**config.mk**
```make
export PLATFORM = sky130hd
export DESIGN_NAME = cg_pattern_driver
export DESIGN_NICKNAME = d
export VERILOG_FILES = /design/src/rtl/cg_pkg.sv /design/src/rtl/cg_misr.sv /design/src/rtl/cg_pattern_driver.sv
export SDC_FILE = /design/constraint.sdc
export NUM_CORES = 1
export LEC_CHECK = 0
export ABC_AREA = 1
export CORE_MARGIN = 5
export CORE_UTILIZATION = 47
export CTS_BUF_LIST = sky130_fd_sc_hd__clkbuf_8
export DETAILED_ROUTE_END_ITERATION = 8
export PLACE_DENSITY = 0.78
export SLEW_MARGIN = 20
export SYNTH_ARGS = -nofsm -noshare
export SYNTH_HDL_FRONTEND = slang
export SYNTH_SLANG_ARGS = --single-unit
export TNS_END_PERCENT = 50
```
**constraint.sdc**
```tcl
create_clock -name clk -period 1.55 [get_ports clk]
set_input_delay 0.3875 -clock clk [delete_from_list [all_inputs] [get_ports clk]]
set_output_delay 0.3875 -clock clk [all_outputs]
set_load 0.01 [all_outputs]
```
**src/rtl/cg_pkg.sv**
```systemverilog
// Shared state encoding, MISR polynomial and maximal-length LFSR tap table
// for the cg_pattern_driver slice.
package cg_pkg;

  typedef enum logic [2:0] {
    S_IDLE,
    S_APPLY,
    S_SETTLE,
    S_CAPTURE,
    S_REPORT
  } cg_state_e;

  localparam logic [15:0] MISR_POLY = 16'hA011;

  function automatic logic [31:0] misr_poly(input int w);
    case (w)
      8:       return 32'h0000_001D;
      32:      return 32'h04C1_1DB7;
      default: return {16'h0000, MISR_POLY};
    endcase
  endfunction

  // Bit k-1 set means x^k appears in the feedback polynomial.
  function automatic logic [15:0] lfsr_taps(input int n);
    case (n)
      2:       return 16'h0003;
      3:       return 16'h0006;
      4:       return 16'h000C;
      5:       return 16'h0014;
      6:       return 16'h0030;
      7:       return 16'h0060;
      8:       return 16'h00B8;
      9:       return 16'h0110;
      10:      return 16'h0240;
      11:      return 16'h0500;
      12:      return 16'h0829;
      13:      return 16'h100D;
      14:      return 16'h2015;
      15:      return 16'h6000;
      16:      return 16'hD008;
      default: return 16'h0001;
    endcase
  endfunction

endpackage

```
**src/rtl/cg_misr.sv**
```systemverilog
// Multiple-input signature register: folds one response word per enabled
// cycle into a running signature; clear has priority over enable.
module cg_misr
  import cg_pkg::*;
#(
  parameter int MISR_W = 16,
  parameter int N_OUT  = 2
) (
  input  logic              clk,
  input  logic              rst_n,
  input  logic              clear,
  input  logic              enable,
  input  logic [N_OUT-1:0]  din,
  output logic [MISR_W-1:0] sig
);

  localparam logic [MISR_W-1:0] POLY = MISR_W'(misr_poly(MISR_W));

  logic [MISR_W-1:0] sig_q, sig_d, din_ext;

  always_comb begin
    din_ext = '0;
    din_ext[N_OUT-1:0] = din;
    sig_d = sig_q;
    if (clear) begin
      sig_d = '0;
    end else if (enable) begin
      sig_d = (sig_q << 1) ^ (sig_q[MISR_W-1] ? POLY : '0) ^ din_ext;
    end
  end

  always_ff @(posedge clk or negedge rst_n) begin
    if (!rst_n) sig_q <= '0;
    else        sig_q <= sig_d;
  end

  assign sig = sig_q;

endmodule

```
**src/rtl/cg_pattern_driver.sv**
```systemverilog
// Applies exhaustive or LFSR vectors to a combinational circuit and compacts
// its responses into a MISR signature. CG_RESP_LOG_EN adds a response log port.
module cg_pattern_driver
  import cg_pkg::*;
#(
  parameter int N_IN   = 7,
  parameter int N_OUT  = 2,
  parameter int MISR_W = 16,
  parameter int SETTLE = 1
) (
  input  logic              clk,
  input  logic              rst_n,
  input  logic              start,
  input  logic              mode,
  input  logic [N_IN-1:0]   seed,
  output logic [N_IN-1:0]   x,
  input  logic [N_OUT-1:0]  f,
  output logic              busy,
`ifdef CG_RESP_LOG_EN
  output logic              log_valid,
  input  logic              log_ready,
  output logic [N_IN-1:0]   log_x,
  output logic [N_OUT-1:0]  log_f,
`endif
  output logic              rpt_valid,
  input  logic              rpt_ready,
  output logic [MISR_W-1:0] signature,
  output logic [N_IN:0]     vec_count
);

  localparam logic [N_IN-1:0] TAPS        = N_IN'(lfsr_taps(N_IN));
  localparam logic [N_IN:0]   N_EXH       = {1'b1, {N_IN{1'b0}}};
  localparam logic [N_IN:0]   ONE         = (N_IN + 1)'(1);
  localparam logic [3:0]      SETTLE_LAST = 4'(SETTLE - 1);

  cg_state_e         state_q, state_d;
  logic [N_IN-1:0]   x_q, x_d, lfsr_next;
  logic              mode_q, mode_d;
  logic [N_IN:0]     vec_count_q, vec_count_d, last_count;
  logic [3:0]        settle_cnt_q, settle_cnt_d;
  logic              cap_fire, misr_clear, misr_en;

  always_comb begin
    lfsr_next    = x_q << 1;
    lfsr_next[0] = ^(x_q & TAPS);
  end

  // LFSR runs skip the all-zero state, so they are one vector shorter.
  assign last_count = mode_q ? (N_EXH - ONE) : N_EXH;

`ifdef CG_RESP_LOG_EN
  assign cap_fire  = log_ready;
  assign log_valid = (state_q == S_CAPTURE);
  assign log_x     = x_q;
  assign log_f     = f;
`else
  assign cap_fire  = 1'b1;
`endif

  always_comb begin
    state_d      = state_q;
    x_d          = x_q;
    mode_d       = mode_q;
    vec_count_d  = vec_count_q;
    settle_cnt_d = settle_cnt_q;
    misr_clear   = 1'b0;
    misr_en      = 1'b0;
    case (state_q)
      S_IDLE: begin
        if (start) begin
          state_d     = S_APPLY;
          mode_d      = mode;
          misr_clear  = 1'b1;
          vec_count_d = '0;
          if (!mode)            x_d = '0;
          else if (seed == '0)  x_d = N_IN'(1);
          else                  x_d = seed;
        end
      end
      S_APPLY: begin
        settle_cnt_d = '0;
        state_d      = (SETTLE == 0) ? S_CAPTURE : S_SETTLE;
      end
      S_SETTLE: begin
        if (settle_cnt_q == SETTLE_LAST) state_d = S_CAPTURE;
        else                             settle_cnt_d = settle_cnt_q + 4'd1;
      end
      S_CAPTURE: begin
        if (cap_fire) begin
          misr_en     = 1'b1;
          vec_count_d = vec_count_q + ONE;
          if ((vec_count_q + ONE) == last_count) begin
            state_d = S_REPORT;
            x_d     = '0;
          end else begin
            state_d = S_APPLY;
            x_d     = mode_q ? lfsr_next : (x_q + N_IN'(1));
          end
        end
      end
      S_REPORT: begin
        if (rpt_ready) state_d = S_IDLE;
      end
      default: state_d = S_IDLE;
    endcase
  end

  always_ff @(posedge clk or negedge rst_n) begin
    if (!rst_n) begin
      state_q      <= S_IDLE;
      x_q          <= '0;
      mode_q       <= 1'b0;
      vec_count_q  <= '0;
      settle_cnt_q <= '0;
    end else begin
      state_q      <= state_d;
      x_q          <= x_d;
      mode_q       <= mode_d;
      vec_count_q  <= vec_count_d;
      settle_cnt_q <= settle_cnt_d;
    end
  end

  cg_misr #(
    .MISR_W (MISR_W),
    .N_OUT  (N_OUT)
  ) u_misr (
    .clk    (clk),
    .rst_n  (rst_n),
    .clear  (misr_clear),
    .enable (misr_en),
    .din    (f),
    .sig    (signature)
  );

  assign x         = x_q;
  assign busy      = (state_q != S_IDLE);
  assign rpt_valid = (state_q == S_REPORT);
  assign vec_count = vec_count_q;

endmodule

```
* Word-level counts from Yosys, hierarchy flattened *
Index checks and enable logic that the tools add are counted.

cells by class
  add/sub/neg operators = 3
  eq/ne operators = 9
  multiplexer cells = 22
  bitwise logic cells = 2
  reductions and logical operators = 12

operators with widths
  cell                                                             number
  16-bit two-way mux                                               3
  7-bit two-way mux                                                5
  8-bit two-way mux                                                2
  8-bit one-hot mux with 2 select lines                            1
  16-bit XOR                                                       1
  16-bit by 2-bit XOR with 16-bit output                           1
  3-bit one-hot mux with 5 select lines                            1
  7-bit one-hot mux with 2 select lines                            1
  3-bit two-way mux                                                4
  8-bit by 1-bit adder with 8-bit output, second input constant    1
  8-bit == test                                                    1
  4-bit one-hot mux with 2 select lines                            1
  7-bit by 1-bit adder with 7-bit output, second input constant    1
  7-bit zero test                                                  1
  7-bit XOR reduction                                              1
  3-bit by 2-bit == test with 1-bit output, second input constant  2
  2-bit inequality test, second input constant                     3
  2-bit AND reduction                                              3
  2-bit nonzero test                                               3
  4-bit by 1-bit adder with 4-bit output, second input constant    1
  4-bit zero test                                                  1
  4-bit two-way mux                                                1
  3-bit by 1-bit == test with 1-bit output, second input constant  1
  3-bit == test, second input constant                             1
  other kinds (5)                                                  7

word-level totals
  flip-flop bits (word level) = 39
  input port bits = 14
  output and inout port bits = 33
  word-level logic and storage cells = 54

* Logic depth before layout (Yosys ltp) *
Gate-level depths: netlist (run 1).

  word-level depth = 5
  gate-level depth with buffers = 11
  mapped depth without buffers = 11

* Cells and area by module *
A second synthesis (run 1) with hierarchy kept.

unflattened totals
  cell total of the unflattened synthesis = 324
  area total of the unflattened synthesis = 2318.5 um^2

modules (own cells, without submodules)
  module             times used  cells an instance  area an instance (um^2)  seq. area each (um^2)
  cg_pattern_driver  1           239                1622.8                   575.6
  cg_misr            1           85                 695.7                    400.4

* Least setup slack after synthesis (run 1) *
No wires, ideal clock.

  path type = register to register
  from = register vec_count_q[0] (netlist: vec_count[0])
  to = register x_q[0] (netlist: x[0])
  library setup time = 122 ps
  arrival time = 1443 ps
  required time = 1428 ps
  slack = -15 ps
  stages on the path, launching flop included = 10
  buffers on the path = 0
  clock period less this slack = 1565 ps
  cell sequence = dfrtp_1 -> ha_1 -> inv_1 -> nand3_1 -> nor2_1 -> nand2_1 -> nor2_1 -> nand3_2 -> nand4_1 -> a21oi_1

on the way
  cells in the longest elaborated chain, start to end = 4

RTL lines
  element                                 line                      RTL
  start: declaration                      cg_pattern_driver.sv:39   logic [N_IN:0] vec_count_q, vec_count_d, last_count;
  start signal: assignment                cg_pattern_driver.sv:119  vec_count_q <= vec_count_d;
  8-bit by 1-bit adder with 8-bit output  cg_pattern_driver.sv:92   if ((vec_count_q + ONE) == last_count) begin
  8-bit == test                           cg_pattern_driver.sv:92
  7-bit two-way mux                       cg_pattern_driver.sv:92
  7-bit one-hot mux with 2 select lines   cg_pattern_driver.sv:68   case (state_q)
  end signal: assignment                  cg_pattern_driver.sv:111  x_q <= '0;
  end signal: assignment                  cg_pattern_driver.sv:117  x_q <= x_d;
  end: declaration                        cg_pattern_driver.sv:37   logic [N_IN-1:0] x_q, x_d, lfsr_next;

Every way passes these cells.
A chain may end at the register's enable or synchronous reset.

* Worst setup path after layout (run 1) *
  from = register vec_count_q[1] (netlist: vec_count[1])
  to = register x_q[0] (netlist: x[0])

The elaborated chain is that of the path after synthesis.

==> results of run 1 <==
-- through the flow --
step | setup slack, ns | instance area [µm²] | hold slack, ns
after floorplan | 0.008350 | 2150 | 0.09191
after global placement | -0.02952 | 2882 | 0.3052
after detailed placement | -0.08955 | 2882 | 0.3015
after CTS | -0.1393 | 3094 | 0.5251
after global routing | -0.1420 | 3262 | 0.5594
final | -0.06061 | 3262 | 0.5411
-- path summary, 6_finish.rpt --
path                       slack, ns             to  depth (start not counted)     startpoint
setup / recovery               -0.06           x[0]                         10   vec_count[1]
min in group clk                0.55  u_misr.sig[3]                          2  u_misr.sig[3]
hold / removal                  0.54  u_misr.sig[7]                          2          rst_n
max in group asynchronous       0.56   vec_count[0]                          3          rst_n
hold reg to reg                 0.55  u_misr.sig[3]                          2  u_misr.sig[3]
setup reg to reg               -0.06           x[0]                         10   vec_count[1]
-- what timing repair did --
action,in CTS,in global routing
setup buffers,9,9
setup endpoints to repair,42,37
resized for setup,61,25
pin swaps,13,19
hold buffers,1,0
gates cloned,2,1
hold endpoints to repair,13,0
-- registers in the layout, indices dropped and copies added (netlist names) --
signal and cells:
settle_cnt_q 4, u_misr.sig 16, vec_count 8, mode_q 1, state_q 3, x 7
-- report_power, final --
| group | leakage (nW) | total [mW] | internal, mW | switching [mW] |
|---|---|---|---|---|
| sequential | 0.508 | 1.73 | 1.41 | 0.317 |
| combinational | 1.08 | 4.10 | 1.90 | 2.19 |
| clock | 0.0505 | 0.771 | 0.405 | 0.366 |
-- worst register-to-register path, delay by kind of cell (launching register included) --
family,cells,cell delay [ns]
AOI/OAI and AO/OA,1,0.07
buffers and inverters,1,0.15
DFF,1,0.43
and+or+nand+nor,8,0.87
-- cell usage in the layout, fill, tap and decap left out, types with 3 or more instances in the layout --
cell type        instances
ha_1                     3
dfrtp_2                  3
nand3_1                 12
nand4_1                  9
clkbuf_8                 7
o21ai_0                 12
nor2_1                  16
nor2_2                   3
nand2_4                  4
nand3_2                  4
xnor2_1                  4
o22ai_1                 18
a21oi_1                 16
xor2_1                   3
inv_2                    5
dlygate4sd2_1           30
dfrtp_1                 36
nand2_2                 10
nand2_1                 49
buf_4                   44
inv_1                   40
o21ai_1                  6
nor2_4                   5
clkdlybuf4s50_1         12
-- cells in the mapped netlist, drive strengths merged --
cell type   n  share of area, %
a21oi      17               4.0
a31o        1              0.41
a31oi       1              0.29
buf         6               1.8
clkbuf      2              0.35
dfrtp      39                45
ha          4               2.3
inv        47               8.2
nand2      62                11
nand3      16               4.0
nand3b      1              0.35
nand4       9               2.6
nor2       24               4.5
nor3        4               1.5
nor4        1              0.29
o2111ai     1              0.41
o21ai      18               4.2
o22ai      18               5.2
xnor2       4               1.6
xor2        3               1.2
-- layout make-up --
cell class / instances / area (µm²)
sequential: 39 / 979.7
multi-input combinational: 186 / 1096
fill: 306 / 1122
tap: 52 / 65.06
clock inverter: 1 / 7.507
inverter: 47 / 181.4
timing repair buffer: 96 / 835.8
clock buffer: 7 / 96.34
-- cells by family (layout without fill, tap and decap cells) --
| logic type | after synthesis | after routing | share of synthesized area (%) |
|---|---|---|---|
| AOI/OAI and AO/OA | 56 | 56 | 14.50 |
| xor gates and xnor gates | 7 | 7 | 2.854 |
| adders and majority gates | 4 | 4 | 2.330 |
| buffers and inverters | 55 | 151 | 10.37 |
| DFF | 39 | 39 | 45.43 |
| and+or+nand+nor | 117 | 119 | 24.52 |
-- per-layer routing --
metal / vias up / GRT usage (%) / share of wire (%)
met2: 74 / 36.39 / 52
li1: 1112 / - / -
met3: 12 / 4.514 / 5.6
met4: 0 / 7.388 / 1.5
met1: 1093 / 25.06 / 41
met5: - / 0 / 0
==> results.sh, run 1 <==
export IMPL_postSynthAreaPerCell_um2=7.728
export IMPL_hold_viol=0
export IMPL_avgRoutedWirePerCell_um=15.00
export IMPL_critPathBufInv=1
export IMPL_cts_clk_slew_worst_paths_ns=0.08
export IMPL_die_w_um=77.61
export IMPL_cellLeakagePower_nw=1.642
export IMPL_drv_slew=0
export IMPL_max_freq_mhz=620.9
export IMPL_routed_wl_mm=6.419
export IMPL_vias=2291
export IMPL_total_power_mw=6.598
export IMPL_cpMaxStageDelayCell="dfrtp_1"
export IMPL_worst_slack_ns=-0.06061
export IMPL_critPathMaxStageDelay_ns=0.43
export IMPL_critPathKind="reg -> reg"
export IMPL_grt_pass1_vias=2261
export IMPL_initial_core_util_pct=49.00
export IMPL_syn_inst=278
export IMPL_clock_sinks=39
export IMPL_track_usage_pct=20.82
export IMPL_ir_drop_v=0.001228
export IMPL_grt_pass1_wl_mm=10.32
export IMPL_htreeDepth=2
export IMPL_n_antenna_cell=0
export IMPL_outcome="finished with violations"
export IMPL_cts_tree="built"
export IMPL_synth_seq_cells=39
export IMPL_area_growth_pct=51.83
export IMPL_dp_hpwl_mm=4.027
export IMPL_die_y_um=77.61
export IMPL_drt_iter0_markers=228
export IMPL_cts_made_buffers=5
export IMPL_endpoint_kind="register"
export IMPL_synthesis_area_mm2=0.002148
export IMPL_dp_cells=399
export IMPL_final_util_pct=74.40
export IMPL_gp_congestion=0.8436
export IMPL_dieArea_mm2=0.006023
export IMPL_cts_buffer_depth=2
export IMPL_ant_nets=0
export IMPL_slew_headroom_pct=76.98
export IMPL_viasPerCell=5.353
export IMPL_yosysWarningCount=0
export IMPL_worstPathArrival_ns=1.79
export IMPL_fin_crit_sh_pct=103.9
export IMPL_fin_nets=393
export IMPL_yosysSeqAreaShare_pct=45.43
export IMPL_hold_class="in -> async"
export IMPL_rsz0062_at_grt="yes"
export IMPL_final_cells=428
export IMPL_crit_chain="buf_6 > nand2_4 > nor2_4 > nand2_1 > nand2_1 > nand2_2 > nor2_4 > nand3_2 > nand4_1 > a21oi_1"
export IMPL_rows=24
export IMPL_insertion_delay_ns=0.30
export IMPL_power_density_mw_per_mm2=2023
export IMPL_port_buffers=46
export IMPL_worstPathRequired_ns=1.73
export IMPL_drive_gt1_share_pct=27.39
export IMPL_cp_max_fo=5
export IMPL_grt_overflow=0
export IMPL_setup_worst_path_start_class="register"
export IMPL_setup_viol=9
export IMPL_max_cap_violations=0
export IMPL_core_area_mm2=0.004384
export IMPL_finClkSkew_ns=0.01133
export IMPL_grt_max_degree=27
export IMPL_route_detailed_drc=0
export IMPL_ios=47
export IMPL_tightest_slew_ns=0.3426
export IMPL_syn_num_nets=296
export IMPL_crit_family="simple AND/OR/NAND/NOR gates"
export IMPL_grt_antenna_before_repair=0
export IMPL_cts_root_buf="clkbuf_8"
export IMPL_fin_crit_ns=1.611
export IMPL_first_pass_iters=4
export IMPL_violations="setup timing"
export IMPL_tns_ns=-0.4421
export IMPL_ys_types=29
No activity file was read; power rests on OpenSTA's default activity.
==> run 2: changes to the inputs <==
Settings changed: GPL_ROUTABILITY_DRIVEN set to 1.
==> results of run 2 <==
The final DEF is identical to that of run 1; final timing and power are the same.
==> run 3: changes to the inputs <==
Settings changed: GPL_ROUTABILITY_DRIVEN 1 to not set, SLEW_MARGIN 20 to not set.
==> results of run 3 <==
The final DEF is identical to that of run 1; final timing and power are the same.
